### src/rtl/minimax_mem_bridge.sv
// Purpose: memory-side bridge between the minimax core and four 512x32 SRAM banks.
// Latency: reads/fetches 1 cycle; full-word store 1 cycle; partial store 2 cycles (RMW).
// Backpressure: busy is asserted across both RMW cycles; the core holds its requests meanwhile.
//
// Ports: clk/reset (sync, active-high); inst_addr/inst_regce/inst = fetch path;
//   addr/wdata/wmask/rreq/rdata/busy = data path; mem_* = shared bank port.
// Optional build macro MINIMAX_MEM_BRIDGE_EXIT_EN adds halt/halt_code, set by a
//   full-word store to 32'hfffffffc.
module minimax_mem_bridge #(
    parameter int          PC_BITS    = 13,
    parameter logic [15:0] INST_RESET = 16'h0000
) (
    input  logic               clk,
    input  logic               reset,
    input  logic [PC_BITS-1:0] inst_addr,
    input  logic               inst_regce,
    output logic [15:0]        inst,
    input  logic [31:0]        addr,
    input  logic [31:0]        wdata,
    input  logic [3:0]         wmask,
    input  logic               rreq,
    output logic [31:0]        rdata,
    output logic               busy,
    output logic [3:0]         mem_en,
    output logic [8:0]         mem_addr,
    output logic [31:0]        mem_wdata,
    output logic               mem_wen,
    input  logic [127:0]       mem_rdata
`ifdef MINIMAX_MEM_BRIDGE_EXIT_EN
    ,
    output logic               halt,
    output logic [31:0]        halt_code
`endif
);

    typedef enum logic {IDLE, RMW_WRITE} state_t;

    state_t      state;
    logic [12:2] addr_q;
    logic [31:0] wdata_q;
    logic [3:0]  wmask_q;
    logic [31:0] rmw_word_q;
    logic [15:0] inst_latch;

    logic [31:0] fetch_addr;
    logic        data_req;
    logic        in_range;
    logic        full_store;
    logic        part_store;
    logic [31:0] data_word;
    logic [31:0] fetch_word;
    logic [31:0] merged;

    assign fetch_addr = 32'(inst_addr);
    assign data_req   = rreq | (|wmask);
    assign in_range   = (addr[31:13] == 19'd0);
    assign full_store = (wmask == 4'hf);
    assign part_store = (|wmask) && !full_store;
    assign data_word  = mem_rdata[{addr[12:11], 5'd0} +: 32];
    assign fetch_word = mem_rdata[{fetch_addr[12:11], 5'd0} +: 32];

    // Bits that do not take part in word addressing.
    logic unused_bits;
    assign unused_bits = ^{addr[1:0], fetch_addr[31:13], fetch_addr[0]};

    // Byte merge uses only latched store data, so late changes on wmask/wdata are ignored.
    always_comb begin
        merged = rmw_word_q;
        for (int i = 0; i < 4; i++) begin
            if (wmask_q[i]) merged[8*i +: 8] = wdata_q[8*i +: 8];
        end
    end

    // Bank port: RMW write owns it, then any data access, else the fetch.
    // Everything is forced idle while reset is high so an abandoned store never writes.
    always_comb begin
        mem_en    = 4'b0000;
        mem_addr  = 9'd0;
        mem_wdata = 32'd0;
        mem_wen   = 1'b0;
        busy      = 1'b0;
        if (!reset) begin
            if (state == RMW_WRITE) begin
                mem_en    = 4'b0001 << addr_q[12:11];
                mem_addr  = addr_q[10:2];
                mem_wdata = merged;
                mem_wen   = 1'b1;
                busy      = 1'b1;
            end else if (data_req) begin
                mem_addr = addr[10:2];
                if (in_range) begin
                    mem_en = 4'b0001 << addr[12:11];
                    if (full_store) begin
                        mem_wen   = 1'b1;
                        mem_wdata = wdata;
                    end else if (part_store) begin
                        busy = 1'b1;
                    end
                end
            end else begin
                mem_en   = 4'b0001 << fetch_addr[12:11];
                mem_addr = fetch_addr[10:2];
            end
        end
    end

    always_ff @(posedge clk) begin
        if (reset) begin
            state      <= IDLE;
            rdata      <= 32'd0;
            inst       <= INST_RESET;
            inst_latch <= INST_RESET;
            addr_q     <= '0;
            wdata_q    <= 32'd0;
            wmask_q    <= 4'd0;
            rmw_word_q <= 32'd0;
`ifdef MINIMAX_MEM_BRIDGE_EXIT_EN
            halt       <= 1'b0;
            halt_code  <= 32'd0;
`endif
        end else begin
            if (inst_regce) inst <= inst_latch;
            case (state)
                IDLE: begin
                    if (data_req) begin
                        if (part_store && in_range) begin
                            addr_q     <= addr[12:2];
                            wdata_q    <= wdata;
                            wmask_q    <= wmask;
                            rmw_word_q <= data_word;
                            state      <= RMW_WRITE;
                        end else if (wmask == 4'd0) begin
                            rdata <= in_range ? data_word : 32'd0;
                        end
`ifdef MINIMAX_MEM_BRIDGE_EXIT_EN
                        // Only the first exit store is recorded.
                        if (full_store && addr == 32'hfffffffc && !halt) begin
                            halt      <= 1'b1;
                            halt_code <= wdata;
                        end
`endif
                    end else begin
                        inst_latch <= fetch_addr[1] ? fetch_word[31:16] : fetch_word[15:0];
                    end
                end
                RMW_WRITE: state <= IDLE;
                default:   state <= IDLE;
            endcase
        end
    end

endmodule

### config.mk
export PLATFORM = sky130hd
export DESIGN_NAME = minimax_mem_bridge
export DESIGN_NICKNAME = d
export VERILOG_FILES = /design/src/rtl/minimax_mem_bridge.sv
export SDC_FILE = /design/constraint.sdc
export NUM_CORES = 1
export LEC_CHECK = 0
export ABC_CLOCK_PERIOD_IN_PS = 2500
export BUFFER_PORTS_ARGS = -buffer_cell sky130_fd_sc_hd__buf_2
export CORE_UTILIZATION = 40
export DETAILED_ROUTE_END_ITERATION = 8
export PLACE_DENSITY = 0.66
export SYNTH_ARGS = -nofsm -noshare
export SYNTH_HDL_FRONTEND = slang
export SYNTH_SLANG_ARGS = --single-unit
### constraint.sdc
create_clock -name clk -period 2.5 [get_ports clk]
set_input_delay 0.25 -clock clk [delete_from_list [all_inputs] [get_ports clk]]
set_output_delay 0.25 -clock clk [all_outputs]
set_load 0.01 [all_outputs]
==> results of run 1 <==
-- sequential cells by signal (all words and copies together), names as in the netlist --
name and cells:
rmw_word_q 32, inst 16, state 1, wmask_q 4
rdata 32, wdata_q 32, addr_q 11, inst_latch 16
-- worst max path at each step --
stage | endpoint | slack (ns) | depth (start not counted)
floorplan | mem_en[0] | 0.41 | 5
global placement | mem_wdata[17] | 0.18 | 7
detailed placement | mem_wdata[27] | 0.11 | 7
CTS | mem_wdata[27] | 0.11 | 7
global route | mem_wdata[16] | 0.03 | 7
finish | mem_wdata[27] | 0.11 | 7
-- cell type report --
class                      instances  area [sq um]  share of cell area, %
tap                              275           344                   3.11
inverter                           6          22.5                  0.204
timing repair buffer             344          1900                   17.2
multi-input combinational        686          5340                   48.3
antenna                            2          5.00                 0.0452
sequential                       144          2880                   26.1
clock inverter                    13           140                   1.27
clock buffer                      18           429                   3.88
-- worst max-delay path, cell delays in order --
cell	delay, ns
buf_2	0.09
or4_1	0.57
nand2b_4	0.19
or3_1	0.46
buf_4	0.26
o22ai_1	0.14
buf_2	0.16
-- per-layer routing --
metal  global-route usage (%)  vias to the layer above  part of all wire, %
met5                        0                        -                    0
met3                     3.96                       30                  7.2
met4                     9.24                        0                  2.0
met2                     45.3                      444                   47
li1                         -                     4268                    -
met1                     41.0                     4354                   44
-- per-stage QoR --
stage	worst slack, ns	area, sq um	hold WS (ns)
4_1_cts	0.112	11100	0.0786
3_3_place_gp	0.182	10500	0.442
3_5_place_dp	0.112	10500	0.446
6_report	0.114	11100	0.0942
5_1_grt	0.0297	11100	0.0859
2_1_floorplan	0.408	8740	0.402
-- cells in the final DEF, fill, tap and decap left out, drive strengths merged, types with 12 or more instances in the layout --
master    n
o41ai    79
nor2     41
nand2    38
mux2i    61
nor2b    35
nand3b   33
o22ai    49
o21ai    12
o31ai    12
mux4     35
nand3    81
buf     344
clkbuf   18
dfxtp   144
a21oi    89
mux2     28
a32o     34
-- logic make-up after synthesis --
| group | synth area share, % |
|---|---|
| compound gates | 25.6 |
| buf+inv | 6.17 |
| flops | 33.0 |
| mux | 19.6 |
| simple gates | 15.7 |
-- power by group through the flow --
stage,clock [W],combinational (W),sequential [W]
2_1_floorplan,0,0.000399,0.00235
3_3_place_gp,0,0.000782,0.00236
3_5_place_dp,0,0.000785,0.00236
4_1_cts,0.00252,0.000786,0.00230
5_1_grt,0.00262,0.000841,0.00230
6_report,0.00248,0.000795,0.00230
==> summary.md, run 1 <==
| Metric | Value |
|---|---|
| Routed len/inst | approximately 22 microns |
| Worst Hold Path Cells | 3 |
| Crit-path max FO | 24 |
| Die area | between 20000 and 25000 sq um |
| Core Box Area | between 20000 and 25000 sq um |
| Worst reg2reg path endpoint | inst_latch[7] |
| FMAX | around 0.42 GHz |
| Largest net degree at the start of global routing | 81 |
| Worst EP arrival | 2.14 ns |
| H-tree depth | 4 |
| Final layout net count | around 1400 |
| Pleak | approximately 4.3 nW |
| Pwr Total | 0.00558 W |
| Reg2Reg Setup Slack | roughly 0.76 ns |
| Worst-skew pair later-pin latency | 0.43 ns |
| Post-Place Cells | between 1000 and 1500 |
| Synth top cells by count | 144 x dfxtp_1, 92 x clkbuf_1, 89 x a21oi_1, 81 x nand3_1, 79 x o41ai_1 |
| Via density | 6.11 |
| Data required, critical path | around 2.3 ns |
| Max Cap Viol | 0 |
| Crit. End Element | output port |
| Critical path origin | addr[26] |
| Run status | finished clean |
| Synth top area cells | dfxtp_1 33%, mux4_2 9.0%, o41ai_1 7.9% |
| Final WL | about 33 mm |
| Fillers | a little over 2000 |
| Fin. Hold Viols | 0 |
| Root buf cell | clkbuf_16 |
| First-pass GRT wire length | about 49 mm |
| Max Root-Sink Buffers | 2 |
| CTS clk-pin slew, worst paths | 0.06 ns |
| Post-synth EDFFs | 0 |
| Synth-to-Final Area Change | 26.6% |
| FP Rows | 53 |
| Post-Layout Cell Count | 1488 |
| Most used DFF post-synth | dfxtp_1 |
| TNS Setup | 0 ns |
| Die Span Y | ~150 microns |
| Unrepaired setup endpoints after global routing | false |
| Worst vdd ir | ~0.39 mV |
| Tot GR Track Use | 29.0% |
| Fraction of layout cells with a size suffix above 1 | a little under two fifths |
| Vias in the first global route | between 8000 and 9000 |
| P_int | 0.00412 W |
| Top cell type by total area after synthesis | dfxtp_1 |
| Total iterations of the first detailed-routing run | 5 |
| #FFs+latches synth | approximately 140 |
| R2R Path Start | state |
| Pwr Density | 505 nW/um^2 |
| Startpoint types | input port |
| Clk pwr share | around 45% |
| Synth Net Count | approximately 1200 |
| Vias | 9096 |
| CTS tree | yes |
| Top-count cell post-synth | dfxtp_1 |
| FFs w/ async S/R, synth | 0% |
| Final Max Slew Viols | 0 |
| Worst relative slew slack | 48.0% |
| I/O Buffers | ~300 |
| Synth warn | 0 |
| Die X-Extent | 150 microns |
| Initial antenna violation count | 2 |
| Sequential-to-total area share from yosys stat | around a third |
| Post-layout min period | 2.39 ns |
| DP Wirelength | between 20 and 25 mm |
| CTS Buf Count | 17 |
| Critical path class | in -> out |
| Reg2reg path depth | 5 |
| I/O pin count | 308 |
| Final Core Density | between 50% and 60% |
| Setup repair bufs after CTS | 0 |
| Residual DRC count | 0 |
| Routability Congestion | around 0.92 |
| Cts hold-fix bufs | 0 |
| Synthesized area | 8740 sq um |
| Switch Pwr | approximately 0.0015 W |
| Synth cell types | 46 |
| Period Utilization, post-route | between 90 and 100% |
| Least-Margin Pin Slew | 0.780 ns |
| Sw frac | between 20% and 30% |
| Sequential fraction of design power | around 41% |
| # clock sinks | ~140 |
| Final setup viols | 0 |
| HP Class | in -> reg |
| Grt total ovfl | 0 |
| Post-synth top area share | 33.0% |
| Combinational power share | 14.2% |
| Syn_area_per_cell | about 9.1 sq um |
| HP Start | wdata[28] |
| Clock skew | ~0.011 ns |
| Resized cells post-CTS | 0 |
| Synth Instances | around 960 |
| Initial Util | 41.2% |
| Worst Hold Endpoint | wdata_q[28] |
| Iter 0 DRT Violations | 719 |
| Post-route ant nets | 0 |
Note: power is estimated with default switching activity, not from simulation.
==> inputs of run 2 (changes only) <==
CORE_UTILIZATION = 52   (was 40)
CTS_BUF_LIST = sky130_fd_sc_hd__clkbuf_8   (was not set)
PLACE_DENSITY = 0.83   (was 0.66)
==> run 2 against run 1 <==
Against the previous run: clock skew is 0.0027 ns higher; sequential share of layout area rose by 0.61 points; clock power is 25% lower; sequential cell count unchanged; wire length shrank 7.9%; core utilization increased by 13 points; final area decreased by 2.3%; critical endpoint is now mem_wdata[30]; largest power group is now registers.
==> summary.md, run 2 (synthesized netlist as in run 1, its figures left out) <==
| Metric | Value |
|---|---|
| FP Rows | between 40 and 50 |
| Reg2Reg Setup Slack | just over 0.8 ns |
| HP Class | in -> reg |
| Unrepaired setup endpoints after global routing | false |
| CTS Buf Count | 17 |
| HP Start | wdata[26] |
| Vias in the first global route | approximately 8500 |
| Resized cells post-CTS | 0 |
| # clock sinks | between 100 and 150 |
| Final setup viols | 0 |
| Max Root-Sink Buffers | 2 |
| Grt total ovfl | 0 |
| Initial antenna violation count | 6 |
| TNS Setup | 0 ns |
| Pwr Density | approximately 460 nW/um^2 |
| Final Max Slew Viols | 0 |
| Final layout net count | around 1400 |
| FMAX | 0.423 GHz |
| Worst vdd ir | 0.310 mV |
| Post-route ant nets | 0 |
| Reg2reg path depth | 5 |
| CTS tree | yes |
| Crit-path max FO | 33 |
| Worst Hold Path Cells | 3 |
| Tot GR Track Use | between 30% and 40% |
| Core Box Area | around 17000 sq um |
| Via density | between 6 and 7 |
| Synth-to-Final Area Change | 23.7% |
| Worst EP arrival | ~2.1 ns |
| Critical-path cell list | buf_2 > or4_1 > nand2b_4 > or3_1 > buf_12 > o22ai_1 > buf_2 |
| Routability Congestion | around 0.93 |
| Run status | finished clean |
| I/O Buffers | 304 |
| Die Span Y | roughly 130 microns |
| Critical path's slowest cell | or4_1 |
| Final Core Density | about two thirds |
| Iter 0 DRT Violations | about 1000 |
| Worst Hold Endpoint | wdata_q[26] |
| Largest net degree at the start of global routing | 80 |
| Total iterations of the first detailed-routing run | 5 |
| I/O pin count | approximately 310 |
| Routed len/inst | 21.2 microns |
| Startpoint types | input port |
| CTS clk-pin slew, worst paths | about 0.080 ns |
| Worst relative slew slack | 54.1% |
| H-tree depth | 4 |
| Clock skew | around 0.014 ns |
| Initial Util | approximately 53% |
| Fin Hold WS | between 0.04 and 0.05 ns |
| Cts hold-fix bufs | 0 |
| First-pass GRT wire length | about 47 mm |
| Fraction of layout cells with a size suffix above 1 | a little under two fifths |
| Top cell by count, worst path | buf_2 |
| Max stage delay on crit path | about 0.57 ns |
| Fin. Hold Viols | 0 |
| Commonest non-fill, non-tap cell in the layout | buf_2 |
| Top flop regs | rdata (32), rmw_word_q (32), wdata_q (32) |
| Residual DRC count | 0 |
| Period Utilization, post-route | 94.5% |
| Max Cap Viol | 0 |
| Die area | between 15000 and 20000 sq um |
| Post-layout min period | 2.36 ns |
| Worst-skew pair later-pin latency | between 0.4 and 0.5 ns |
| Die X-Extent | around 130 microns |
| DP Wirelength | about 22 mm |
| Least-Margin Pin Slew | around 0.69 ns |
| Crit. End Element | output port |
| Worst reg2reg path endpoint | inst_latch[8] |
| Most frequent cells in the layout | 303 x buf_2, 143 x dfxtp_1, 89 x a21oi_1 |
| Setup repair bufs after CTS | 0 |
| Final WL | between 30 and 40 mm |
| Pleak | 4.19 nW |
| Data required, critical path | roughly 2.3 ns |
| Vias | between 9000 and 10000 |
| Critical path class | in -> out |
| R2R Path Start | state |
| Root buf cell | clkbuf_8 |
-- run 2: worst max path at each step --
stage          startpoint            end  slack (ns)  depth (start not counted)
6_report         addr[26]  mem_wdata[30]        0.14                          7
4_1_cts          addr[26]  mem_wdata[30]        0.14                          7
3_5_place_dp     addr[26]  rmw_word_q[6]        0.10                          7
3_3_place_gp     addr[26]  mem_wdata[31]        0.17                          7
5_1_grt          addr[26]  mem_wdata[30]        0.09                          7
2_1_floorplan    addr[26]      mem_en[0]        0.41                          5
-- run 2: where the power goes --
group | internal, W | leakage, nW | switching (W)
clock network | 0.000950 | 0.193 | 0.000918
registers | 0.00230 | 1.16 | 0.00000372
logic | 0.000355 | 2.84 | 0.000420
total | 0.00360 | 4.19 | 0.00134
-- run 2: cell type report --
class,instances,area [sq um]
diodes,6,15.0
fillers,1395,5710
multi-input cells,686,5340
inverters,6,22.5
clock inverters,10,111
well taps,220,275
flip-flops and latches,144,2880
clock buffers,20,275
repair buffers,341,1890
-- run 2: critical path, delay by kind of cell --
| family | cells | cell delay (ns) |
|---|---|---|
| simple gates | 3 | 1.19 |
| buf+inv | 3 | 0.46 |
| compound gates | 1 | 0.22 |
-- run 2: through the flow --
step | total power (W) | worst slack [ns] | cell area (sq um) | cells
after detailed placement | 0.00312 | 0.105 | 10400 | 1397
after global routing | 0.00510 | 0.0853 | 10800 | 1433
after floorplan | 0.00275 | 0.408 | 8740 | 964
after CTS | 0.00494 | 0.142 | 10800 | 1427
after global placement | 0.00311 | 0.169 | 10400 | 1397
final | 0.00494 | 0.137 | 10800 | 1433
-- run 2: per-layer routing --
layer / GRT usage (%) / part of all wire, %
met1: 45.3 / 40
met2: 53.4 / 47
met3: 6.48 / 9.1
met4: 17.4 / 3.8
met5: 0 / 0
